==> src/rtl/fetch_pkg.sv <==
// Shared types and constants for the instruction-fetch stage.
package fetch_pkg;

    // FETCH: request outstanding; HOLD: word buffered under stall;
    // DROP: response of a cancelled request still in flight.
    typedef enum logic [1:0] {
        FETCH = 2'd0,
        HOLD  = 2'd1,
        DROP  = 2'd2
    } fetch_state_e;

    localparam logic [31:0] NOP_INSTR        = 32'h0000_0000;
    localparam logic [31:0] DEFAULT_RESET_PC = 32'h0000_0000;

    // Sequential PC, wrapping modulo 2^32.
    function automatic logic [31:0] pc_plus4(input logic [31:0] pc);
        return pc + 32'd4;
    endfunction

endpackage

==> src/rtl/fetch_stage_pc_reg.sv <==
// Program-counter register: loadable when enabled, async active-low reset.
module pc_reg
    import fetch_pkg::*;
#(
    parameter logic [31:0] RESET_VAL = DEFAULT_RESET_PC
) (
    input  logic        clk_i,
    input  logic        rst_ni,
    input  logic        en_i,
    input  logic [31:0] d_i,
    output logic [31:0] q_o
);

    logic [31:0] pc_q;

    // Load the next PC only when the fetch logic advances or redirects.
    always_ff @(posedge clk_i or negedge rst_ni) begin
        if (!rst_ni) begin
            pc_q <= RESET_VAL;
        end else if (en_i) begin
            pc_q <= d_i;
        end
    end

    assign q_o = pc_q;

endmodule

==> src/rtl/fetch_stage.sv <==
// Instruction-fetch stage: owns the PC, runs a single-outstanding
// variable-latency request to instruction memory and feeds IF/ID with
// either the fetched word or a NOP bubble.
module fetch_stage
    import fetch_pkg::*;
#(
    parameter logic [31:0] RESET_PC = DEFAULT_RESET_PC
) (
    input  logic        clk,
    input  logic        reset,
    input  logic        stallF,
    input  logic        PCSrcD,
    input  logic [31:0] PCBranchD,
    output logic        imem_req,
    output logic [31:0] imem_addr,
    input  logic        imem_rvalid,
    input  logic [31:0] imem_rdata,
    output logic [31:0] PCF,
    output logic [31:0] PCPlus4F,
    output logic [31:0] instrF,
    output logic        instr_validF
);

    fetch_state_e state_q, state_d;
    logic [31:0]  hold_q, hold_d;
    logic [31:0]  drop_addr_q, drop_addr_d;
    logic [31:0]  pc_q, pc_d;
    logic         pc_en;
    logic         avail;

    pc_reg #(
        .RESET_VAL (RESET_PC)
    ) u_pc_reg (
        .clk_i  (clk),
        .rst_ni (reset),
        .en_i   (pc_en),
        .d_i    (pc_d),
        .q_o    (pc_q)
    );

    // An instruction is available when the memory answers this cycle or one is buffered.
    assign avail = reset &&
                   (((state_q == FETCH) && imem_rvalid) || (state_q == HOLD));

    // Next-state, PC and buffer updates in priority order: redirect, stall, advance, drain.
    always_comb begin
        state_d     = state_q;
        hold_d      = hold_q;
        drop_addr_d = drop_addr_q;
        pc_d        = pc_q;
        pc_en       = 1'b0;
        if (PCSrcD) begin
            pc_d  = PCBranchD;
            pc_en = 1'b1;
            case (state_q)
                FETCH: begin
                    if (!imem_rvalid) begin
                        // The in-flight request must still complete; remember its address.
                        state_d     = DROP;
                        drop_addr_d = pc_q;
                    end else begin
                        state_d = FETCH;
                    end
                end
                DROP: begin
                    // Only the target changes; the old response is still pending.
                    if (imem_rvalid) begin
                        state_d = FETCH;
                    end
                end
                default: state_d = FETCH;
            endcase
        end else if (avail && stallF) begin
            state_d = HOLD;
            if (state_q == FETCH) begin
                hold_d = imem_rdata;
            end
        end else if (avail) begin
            pc_d    = pc_plus4(pc_q);
            pc_en   = 1'b1;
            state_d = FETCH;
        end else if ((state_q == DROP) && imem_rvalid) begin
            // Cancelled response discarded; PC already holds the redirect target.
            state_d = FETCH;
        end
    end

    // State and holding registers, cleared asynchronously with the memory.
    always_ff @(posedge clk or negedge reset) begin
        if (!reset) begin
            state_q     <= FETCH;
            hold_q      <= NOP_INSTR;
            drop_addr_q <= RESET_PC;
        end else begin
            state_q     <= state_d;
            hold_q      <= hold_d;
            drop_addr_q <= drop_addr_d;
        end
    end

    // Instruction presented to IF/ID: live response, buffered word, or bubble.
    always_comb begin
        instrF = NOP_INSTR;
        if (reset) begin
            case (state_q)
                FETCH:   instrF = imem_rvalid ? imem_rdata : NOP_INSTR;
                HOLD:    instrF = hold_q;
                default: instrF = NOP_INSTR;
            endcase
        end
    end

    assign instr_validF = avail;
    assign imem_req     = reset && (state_q != HOLD);
    assign imem_addr    = (state_q == DROP) ? drop_addr_q : pc_q;
    assign PCF          = pc_q;
    assign PCPlus4F     = pc_plus4(pc_q);

endmodule

==> config.mk <==
export PLATFORM = sky130hd
export DESIGN_NAME = fetch_stage
export DESIGN_NICKNAME = d
export VERILOG_FILES = /design/src/rtl/fetch_pkg.sv /design/src/rtl/fetch_stage_pc_reg.sv /design/src/rtl/fetch_stage.sv
export SDC_FILE = /design/constraint.sdc
export NUM_CORES = 1
export LEC_CHECK = 0
export ABC_CLOCK_PERIOD_IN_PS = 2500
export BUFFER_PORTS_ARGS = -buffer_cell sky130_fd_sc_hd__buf_2
export CAP_MARGIN = 5
export CORE_UTILIZATION = 30
export CTS_CLUSTER_SIZE = 40
export DETAILED_ROUTE_END_ITERATION = 16
export HOLD_SLACK_MARGIN = 0.03
export PLACE_DENSITY = 0.62
export SLEW_MARGIN = 15
export SYNTH_ARGS = -nofsm -noshare
export SYNTH_HDL_FRONTEND = slang
export SYNTH_SLANG_ARGS = --single-unit
export TNS_END_PERCENT = 10
==> constraint.sdc <==
create_clock -name clk -period 2.5 [get_ports clk]
set_input_delay 0.25 -clock clk [delete_from_list [all_inputs] [get_ports clk]]
set_output_delay 0.25 -clock clk [all_outputs]
set_load 0.02 [all_outputs]
; ---- After elaboration in Yosys (flattened, before gate mapping)
; Index checks and enable logic that the tools add are counted.
[classes]
n_addsub = 1
eq_ne = 5
mux = 17
bitwise_logic = 2
n_reduce_logical = 13
[ops]
columns = operator, n
row1 = $mux 32, 6
row2 = $pmux 32 s2, 1
row3 = $add 32x3->32 const B, 1
row4 = $mux 2, 6
row5 = $reduce_and 3->1, 3
row6 = $logic_and 1x1->1, 5
row7 = $pmux 2 s2, 1
row8 = $reduce_bool 4->1, 1
row9 = $mux 1, 3
row10 = $ne 3x3->1 const B, 1
row11 = $eq 2x1->1 const B, 1
row12 = $eq 2x2->1 const B, 1
row13 = $logic_not 2->1, 1
row14 = $ne 2x1->1 const B, 1
row15 = $ne 2x2->1 const B, 1
row16 = $not 1->1, 2
row17 = $reduce_and 2->1, 1
row18 = $reduce_bool 2->1, 1
row19 = $logic_or 1x1->1, 1
[totals]
register_bits = 98
inputBits = 69
output_inout_bits = 130

; ---- Depth between registers and ports, before layout
[depth]
depth_word = 8
mapped_depth = 8
depth_no_buf = 6

; ---- Cells and area by module
; From an unflattened synthesis, not the netlist that was laid out.
[unflattened]
hier_cells = 572
area_unflattened_um2 = 6088.3
[modules_own_cells]
columns = module, instances, cells_per_inst, area_each_um2
row1 = fetch_stage, 1, 504, 4743.3
row2 = pc_reg, 1, 68, 1345.0

; ---- Worst setup path before layout
; No wires, ideal clock.
[synth_timing]
kind = register -> output
from = register u_pc_reg.pc_q[2] (netlist: u_pc_reg.q_o[2])
to = output port PCPlus4F[24]
arrival_ps = 2146
t_required_ps = 2250
setup_slack_ps = 104
stages_incl_launch_ff = 8
cell_sequence = dfrtp_1 > ha_1 > nand4_1 > or4_1 > buf_2 > nor2_1 > nand2_1 > xnor2_1
[synth_via]
elab_chain_cells = 1
[synth_lines]
columns = element, line
row1 = from (decl), fetch_stage_pc_reg.sv:14  ; logic [31:0] pc_q;
row2 = from (signal assigned), fetch_stage_pc_reg.sv:21  ; pc_q <= d_i;
row3 = $add 32x3->32, fetch_pkg.sv:17  ; return pc + 32'd4;
row4 = to (decl), fetch_stage.sv:19  ; output logic [31:0] PCPlus4F,
; No other way between the ends.

; ---- Final worst setup path
[layout_timing]
from = register u_pc_reg.pc_q[3] (netlist: u_pc_reg.q_o[3])
to = output port PCPlus4F[22]
; Same word-level chain as after synthesis.

==> report_table.html <==
<table>
<tr><th>Metric</th><th>Value</th></tr>
<tr><th colspan="2">Place</th></tr>
<tr><td>Area after DPL</td><td>0.007067 mm^2</td></tr>
<tr><td>Input/output buffers</td><td>between 150 and 200</td></tr>
<tr><td>Placer congestion estimate</td><td>a little over 0.8</td></tr>
<tr><td>Cell total after placement</td><td>963</td></tr>
<tr><td>Post-placement worst setup slack</td><td>0.2749 ns</td></tr>
<tr><td>DPL Wire Length</td><td>about 12 mm</td></tr>
<tr><th colspan="2">Routing</th></tr>
<tr><td>Average wire per cell in the routed design</td><td>~17 um</td></tr>
<tr><td>Via/cell ratio</td><td>between 4 and 5</td></tr>
<tr><td>Vias post-DR</td><td>between 4000 and 5000</td></tr>
<tr><td>Count of nets left with antenna violations after detail routing</td><td>0</td></tr>
<tr><td>Final routed DRC violation total</td><td>0</td></tr>
<tr><td>Pre-Repair DR Iteration Count</td><td>4</td></tr>
<tr><td>Final routed wirelength across all metal layers</td><td>16.63 mm</td></tr>
<tr><td>Initial DRC Count</td><td>197</td></tr>
<tr><th colspan="2">Synthesis</th></tr>
<tr><td>Distinct cell type count after synthesis</td><td>45</td></tr>
<tr><td>Post-synthesis instance area</td><td>0.005713 mm^2</td></tr>
<tr><td>Cell taking the most area after synthesis</td><td>sky130_fd_sc_hd__dfrtp_1</td></tr>
<tr><td>Area share of the largest cell type after synthesis</td><td>42.93%</td></tr>
<tr><td>Register area share after synthesis</td><td>42.93%</td></tr>
<tr><td>Total of warnings raised by yosys</td><td>0</td></tr>
<tr><td>Syn_area_per_cell</td><td>10.37 um^2</td></tr>
<tr><td>Mapped Cells</td><td>551</td></tr>
<tr><td>Most area-consuming cells after synthesis</td><td>sky130_fd_sc_hd__dfrtp_1 43%, sky130_fd_sc_hd__mux2_2 19%, sky130_fd_sc_hd__xnor2_1 4.6%, sky130_fd_sc_hd__a22oi_1 4.2%, sky130_fd_sc_hd__xor2_1 4.1%</td></tr>
<tr><td>Number of register bits inferred by synthesis</td><td>98</td></tr>
<tr><td>Synthesized Nets</td><td>621</td></tr>
<tr><th colspan="2">Final layout</th></tr>
<tr><td>Antenna diodes</td><td>0</td></tr>
<tr><td>Area Growth Syn to Fin</td><td>31.10%</td></tr>
<tr><td>Final core utilization</td><td>40.04%</td></tr>
<tr><td>Nets@finish</td><td>816</td></tr>
<tr><td>Fraction of layout cells with a size suffix above 1</td><td>52.06%</td></tr>
<tr><td>Post-layout instance count excluding filler cells</td><td>approximately 990</td></tr>
<tr><td>Post-route cell area</td><td>0.007490 mm^2</td></tr>
<tr><th colspan="2">Die</th></tr>
<tr><td>I/O pin total</td><td>approximately 200</td></tr>
<tr><td>Y dimension of the die</td><td>around 140 um</td></tr>
<tr><td>Site Rows</td><td>50</td></tr>
<tr><td>Chip Width</td><td>140.0 um</td></tr>
<tr><td>Standard cell core area</td><td>0.01871 mm^2</td></tr>
<tr><td>Initial Util</td><td>30.54%</td></tr>
<tr><td>Die area</td><td>0.01960 mm^2</td></tr>
<tr><th colspan="2">Clock network</th></tr>
<tr><td>TritonCTS Buffers</td><td>9</td></tr>
<tr><td>Max Buffers Root-to-Sink</td><td>2</td></tr>
<tr><td>Number of sinks on the clock net</td><td>between 90 and 100</td></tr>
<tr><td>Clock tree from TritonCTS</td><td>done</td></tr>
<tr><td>Clock tree root buffer cell</td><td>sky130_fd_sc_hd__clkbuf_16</td></tr>
<tr><td>Source-to-sink clock delay at the later pin of the worst-skew pair</td><td>roughly 0.35 ns</td></tr>
<tr><td>Htree depth</td><td>3</td></tr>
<tr><td>Clock input transition at the sequential cells of the worst setup and hold paths</td><td>0.07 ns</td></tr>
<tr><th colspan="2">Setup path</th></tr>
<tr><td>Delay contributed by the slowest stage of the critical path</td><td>0.53 ns</td></tr>
<tr><td>WP data arrival</td><td>2.17 ns</td></tr>
<tr><td>CP bufs+invs</td><td>1</td></tr>
<tr><td>Worst-case reg-to-reg path depth</td><td>7</td></tr>
<tr><td>Slowest cell on the critical path</td><td>sky130_fd_sc_hd__or4_4</td></tr>
<tr><td>Biggest fanout along the worst timing path</td><td>4</td></tr>
<tr><td>Kind of launch point of the worst setup path</td><td>register</td></tr>
<tr><td>Stages on worst setup path</td><td>6</td></tr>
<tr><td>Data required time at the worst endpoint</td><td>2.25 ns</td></tr>
<tr><td>Startpoint-to-endpoint class of the critical path</td><td>register to output pin</td></tr>
<tr><td>Element type at the critical path end</td><td>output pin</td></tr>
<tr><td>Worst path cell trace</td><td>ha_1 &gt; nand4_1 &gt; or4_4 &gt; nor3_1 &gt; xor2_1 &gt; buf_2</td></tr>
<tr><td>Top cell family by delay on the critical path</td><td>simple AND/OR/NAND/NOR gates</td></tr>
<tr><th colspan="2">STA</th></tr>
<tr><td>Max Fclk</td><td>413.7 MHz</td></tr>
<tr><td>Final hold viol count</td><td>0</td></tr>
<tr><td>Final count of negative-setup-slack endpoints</td><td>0</td></tr>
<tr><td>Final critical delay including setup and external delays</td><td>2.417 ns</td></tr>
<tr><td>Setup slack of the critical path after layout</td><td>0.08300 ns</td></tr>
<tr><td>Post-route fraction of the period consumed by the critical path</td><td>between 90% and 100%</td></tr>
<tr><td>Final total negative setup slack</td><td>0 ns</td></tr>
<tr><td>Worst clock skew on the final layout</td><td>0.006137 ns</td></tr>
<tr><td>Slew of the pin with the lowest slew margin</td><td>0.9047 ns</td></tr>
<tr><td>Relative slew margins</td><td>39.69%</td></tr>
<tr><td>Slew Limit Fails</td><td>0</td></tr>
<tr><td>Unrepaired setup endpoints after global routing</td><td>yes</td></tr>
<tr><th colspan="2">Job</th></tr>
<tr><td>Number of max-cap violations</td><td>0</td></tr>
<tr><th colspan="2">Global routing</th></tr>
<tr><td>Total congestion overflow</td><td>0</td></tr>
<tr><td>Initial antenna violation count</td><td>0</td></tr>
<tr><td>Number of global-route vias before repair</td><td>4730</td></tr>
<tr><td>Largest net degree at the start of global routing</td><td>66</td></tr>
<tr><td>Wire length of the first global-routing pass</td><td>26.10 mm</td></tr>
<tr><td>Overall routing resource usage</td><td>between 10% and 20%</td></tr>
<tr><th colspan="2">Worst hold path</th></tr>
<tr><td>Min-delay worst type</td><td>input port to register</td></tr>
<tr><td>Worst hold path stage count</td><td>3</td></tr>
<tr><th colspan="2">Power and ir drop</th></tr>
<tr><td>Maximum vdd drop</td><td>338.9 uV</td></tr>
<tr><td>Leak pwr</td><td>3.435 nW</td></tr>
<tr><td>Power density over the cells</td><td>692.3 mW/mm^2</td></tr>
<tr><th colspan="2">Run status</th></tr>
<tr><td>Outcome</td><td>finished, final reports clean</td></tr>
</table>
==> worst reg2reg max path, cell delays in order (launching register included) <==
cell and delay, ns:
sky130_fd_sc_hd__dfrtp_1 0.35, sky130_fd_sc_hd__ha_1 0.18, sky130_fd_sc_hd__nand4_1 0.20, sky130_fd_sc_hd__or4_4 0.53, sky130_fd_sc_hd__buf_4 0.19, sky130_fd_sc_hd__and4bb_1 0.27, sky130_fd_sc_hd__xnor2_1 0.12, sky130_fd_sc_hd__o21ai_1 0.07
==> through the flow <==
step                      power [mW]  hold slack, ns
after floorplan                3.146        -0.04559
final                          5.185          0.1074
after global placement         3.657         0.09734
after CTS                      5.244         0.09092
after global routing           5.456          0.1051
after detailed placement       3.687         0.09841
==> cell type report <==
cell class | count | area [um^2]
repair buffers | 241 | 1359
well taps | 234 | 292.8
multi-input cells | 393 | 3037
clock buffers | 13 | 280.3
inverters | 3 | 11.26
fillers | 1886 | 11220
clock inverters | 3 | 45.04
flip-flops and latches | 98 | 2465
==> flip-flops by register name, indices dropped and copies added (netlist names) <==
| name | count |
|---|---|
| drop_addr_q | 32 |
| hold_q | 32 |
| state_q | 2 |
| u_pc_reg.q_o | 32 |
==> routing by layer <==
metal / wire length [um] / track usage [%] / vias up
li1: - / - / 2316
met1: 8014 / 22.95 / 2376
met2: 7568 / 27.03 / 126
met3: 588 / 2.838 / 28
met4: 456 / 7.577 / 0
met5: 0 / 0 / -
==> cells in the mapped netlist (all sizes together) <==
cell type	number
mux2i	1
xor2	27
or2	1
ha	1
dfrtp	98
inv	3
nand4	11
mux2	96
nor2	49
and4bb	1
or4	3
nor4	9
nor4b	1
nor3	14
and4b	1
nand4b	1
xnor2	30
o21ai	32
nand2b	1
and3	7
buf	29
nand3b	1
nand2	46
or3	1
o22ai	1
a22oi	32
a21oi	1
and2	1
clkbuf	28
and4	5
nor2b	3
nand3	16
==> power by group <==
part           internal, mW  switching [mW]  leakage (nW)
sequential             1.93           0.219          1.18
combinational         0.694           0.816          2.10
clock                 0.887           0.635         0.154
total                  3.51            1.67          3.44
==> cell usage in the layout (no fill, tap or decap), types with 2 or more instances in the layout <==
cell type | netlist | routed
sky130_fd_sc_hd__and4_2 | 0 | 2
sky130_fd_sc_hd__dfrtp_1 | 98 | 88
sky130_fd_sc_hd__clkinvlp_4 | 0 | 2
sky130_fd_sc_hd__mux2_2 | 95 | 95
sky130_fd_sc_hd__buf_4 | 5 | 41
sky130_fd_sc_hd__nor4_4 | 2 | 2
sky130_fd_sc_hd__inv_1 | 3 | 3
sky130_fd_sc_hd__o21ai_1 | 22 | 22
sky130_fd_sc_hd__nor3_1 | 7 | 5
sky130_fd_sc_hd__buf_2 | 20 | 196
sky130_fd_sc_hd__and3_1 | 7 | 7
sky130_fd_sc_hd__nand4_2 | 3 | 2
sky130_fd_sc_hd__nand2_1 | 46 | 45
sky130_fd_sc_hd__buf_12 | 0 | 3
sky130_fd_sc_hd__nor3_2 | 7 | 8
sky130_fd_sc_hd__and4_1 | 5 | 3
sky130_fd_sc_hd__o21ai_0 | 10 | 10
sky130_fd_sc_hd__nand3_1 | 15 | 15
sky130_fd_sc_hd__xnor2_1 | 30 | 30
sky130_fd_sc_hd__dfrtp_2 | 0 | 10
sky130_fd_sc_hd__nor4_2 | 4 | 6
sky130_fd_sc_hd__a22oi_1 | 32 | 32
sky130_fd_sc_hd__nor2_1 | 49 | 49
sky130_fd_sc_hd__xor2_1 | 27 | 27
sky130_fd_sc_hd__clkbuf_16 | 0 | 9
sky130_fd_sc_hd__nand4_1 | 8 | 8
sky130_fd_sc_hd__clkbuf_8 | 0 | 4
sky130_fd_sc_hd__or4_4 | 1 | 2
==> repair_timing <==
action / 4_1_cts / 5_1_grt
pin swaps: 0 / 2
hold endpoints to repair: 8 / 0
buffers inserted: 0 / 5
hold buffers: 1 / 0
endpoints found under the setup margin: 8 / 12
resized for setup: 7 / 12
==> kinds of logic (layout without fill, tap and decap cells) <==
group / count (synthesis) / in the layout / synth area share [%]
muxes: 97 / 97 / 19.10
AOI/OAI and AO/OA: 66 / 66 / 7.206
xor gates and xnor gates: 57 / 57 / 8.739
adders and majority gates: 1 / 1 / 0.2190
and+or+nand+nor: 172 / 172 / 16.75
buffers and inverters: 60 / 260 / 5.059
DFF: 98 / 98 / 42.93
==> path summary, 6_finish.rpt <==
path / to / slack, ns / startpoint
setup reg to reg: u_pc_reg.q_o[24]$_DFFE_PN0P_ / 0.46 / u_pc_reg.q_o[3]$_DFFE_PN0P_
hold reg to reg: hold_q[8]$_DFFE_PN0P_ / 0.50 / hold_q[8]$_DFFE_PN0P_
hold / removal: u_pc_reg.q_o[7]$_DFFE_PN0P_ / 0.11 / PCBranchD[7]
max in group asynchronous: u_pc_reg.q_o[7]$_DFFE_PN0P_ / 1.04 / reset
setup / recovery: PCPlus4F[22] / 0.08 / u_pc_reg.q_o[3]$_DFFE_PN0P_
min in group asynchronous: hold_q[5]$_DFFE_PN0P_ / 0.27 / reset
Note: power is estimated with default switching activity, not from simulation.
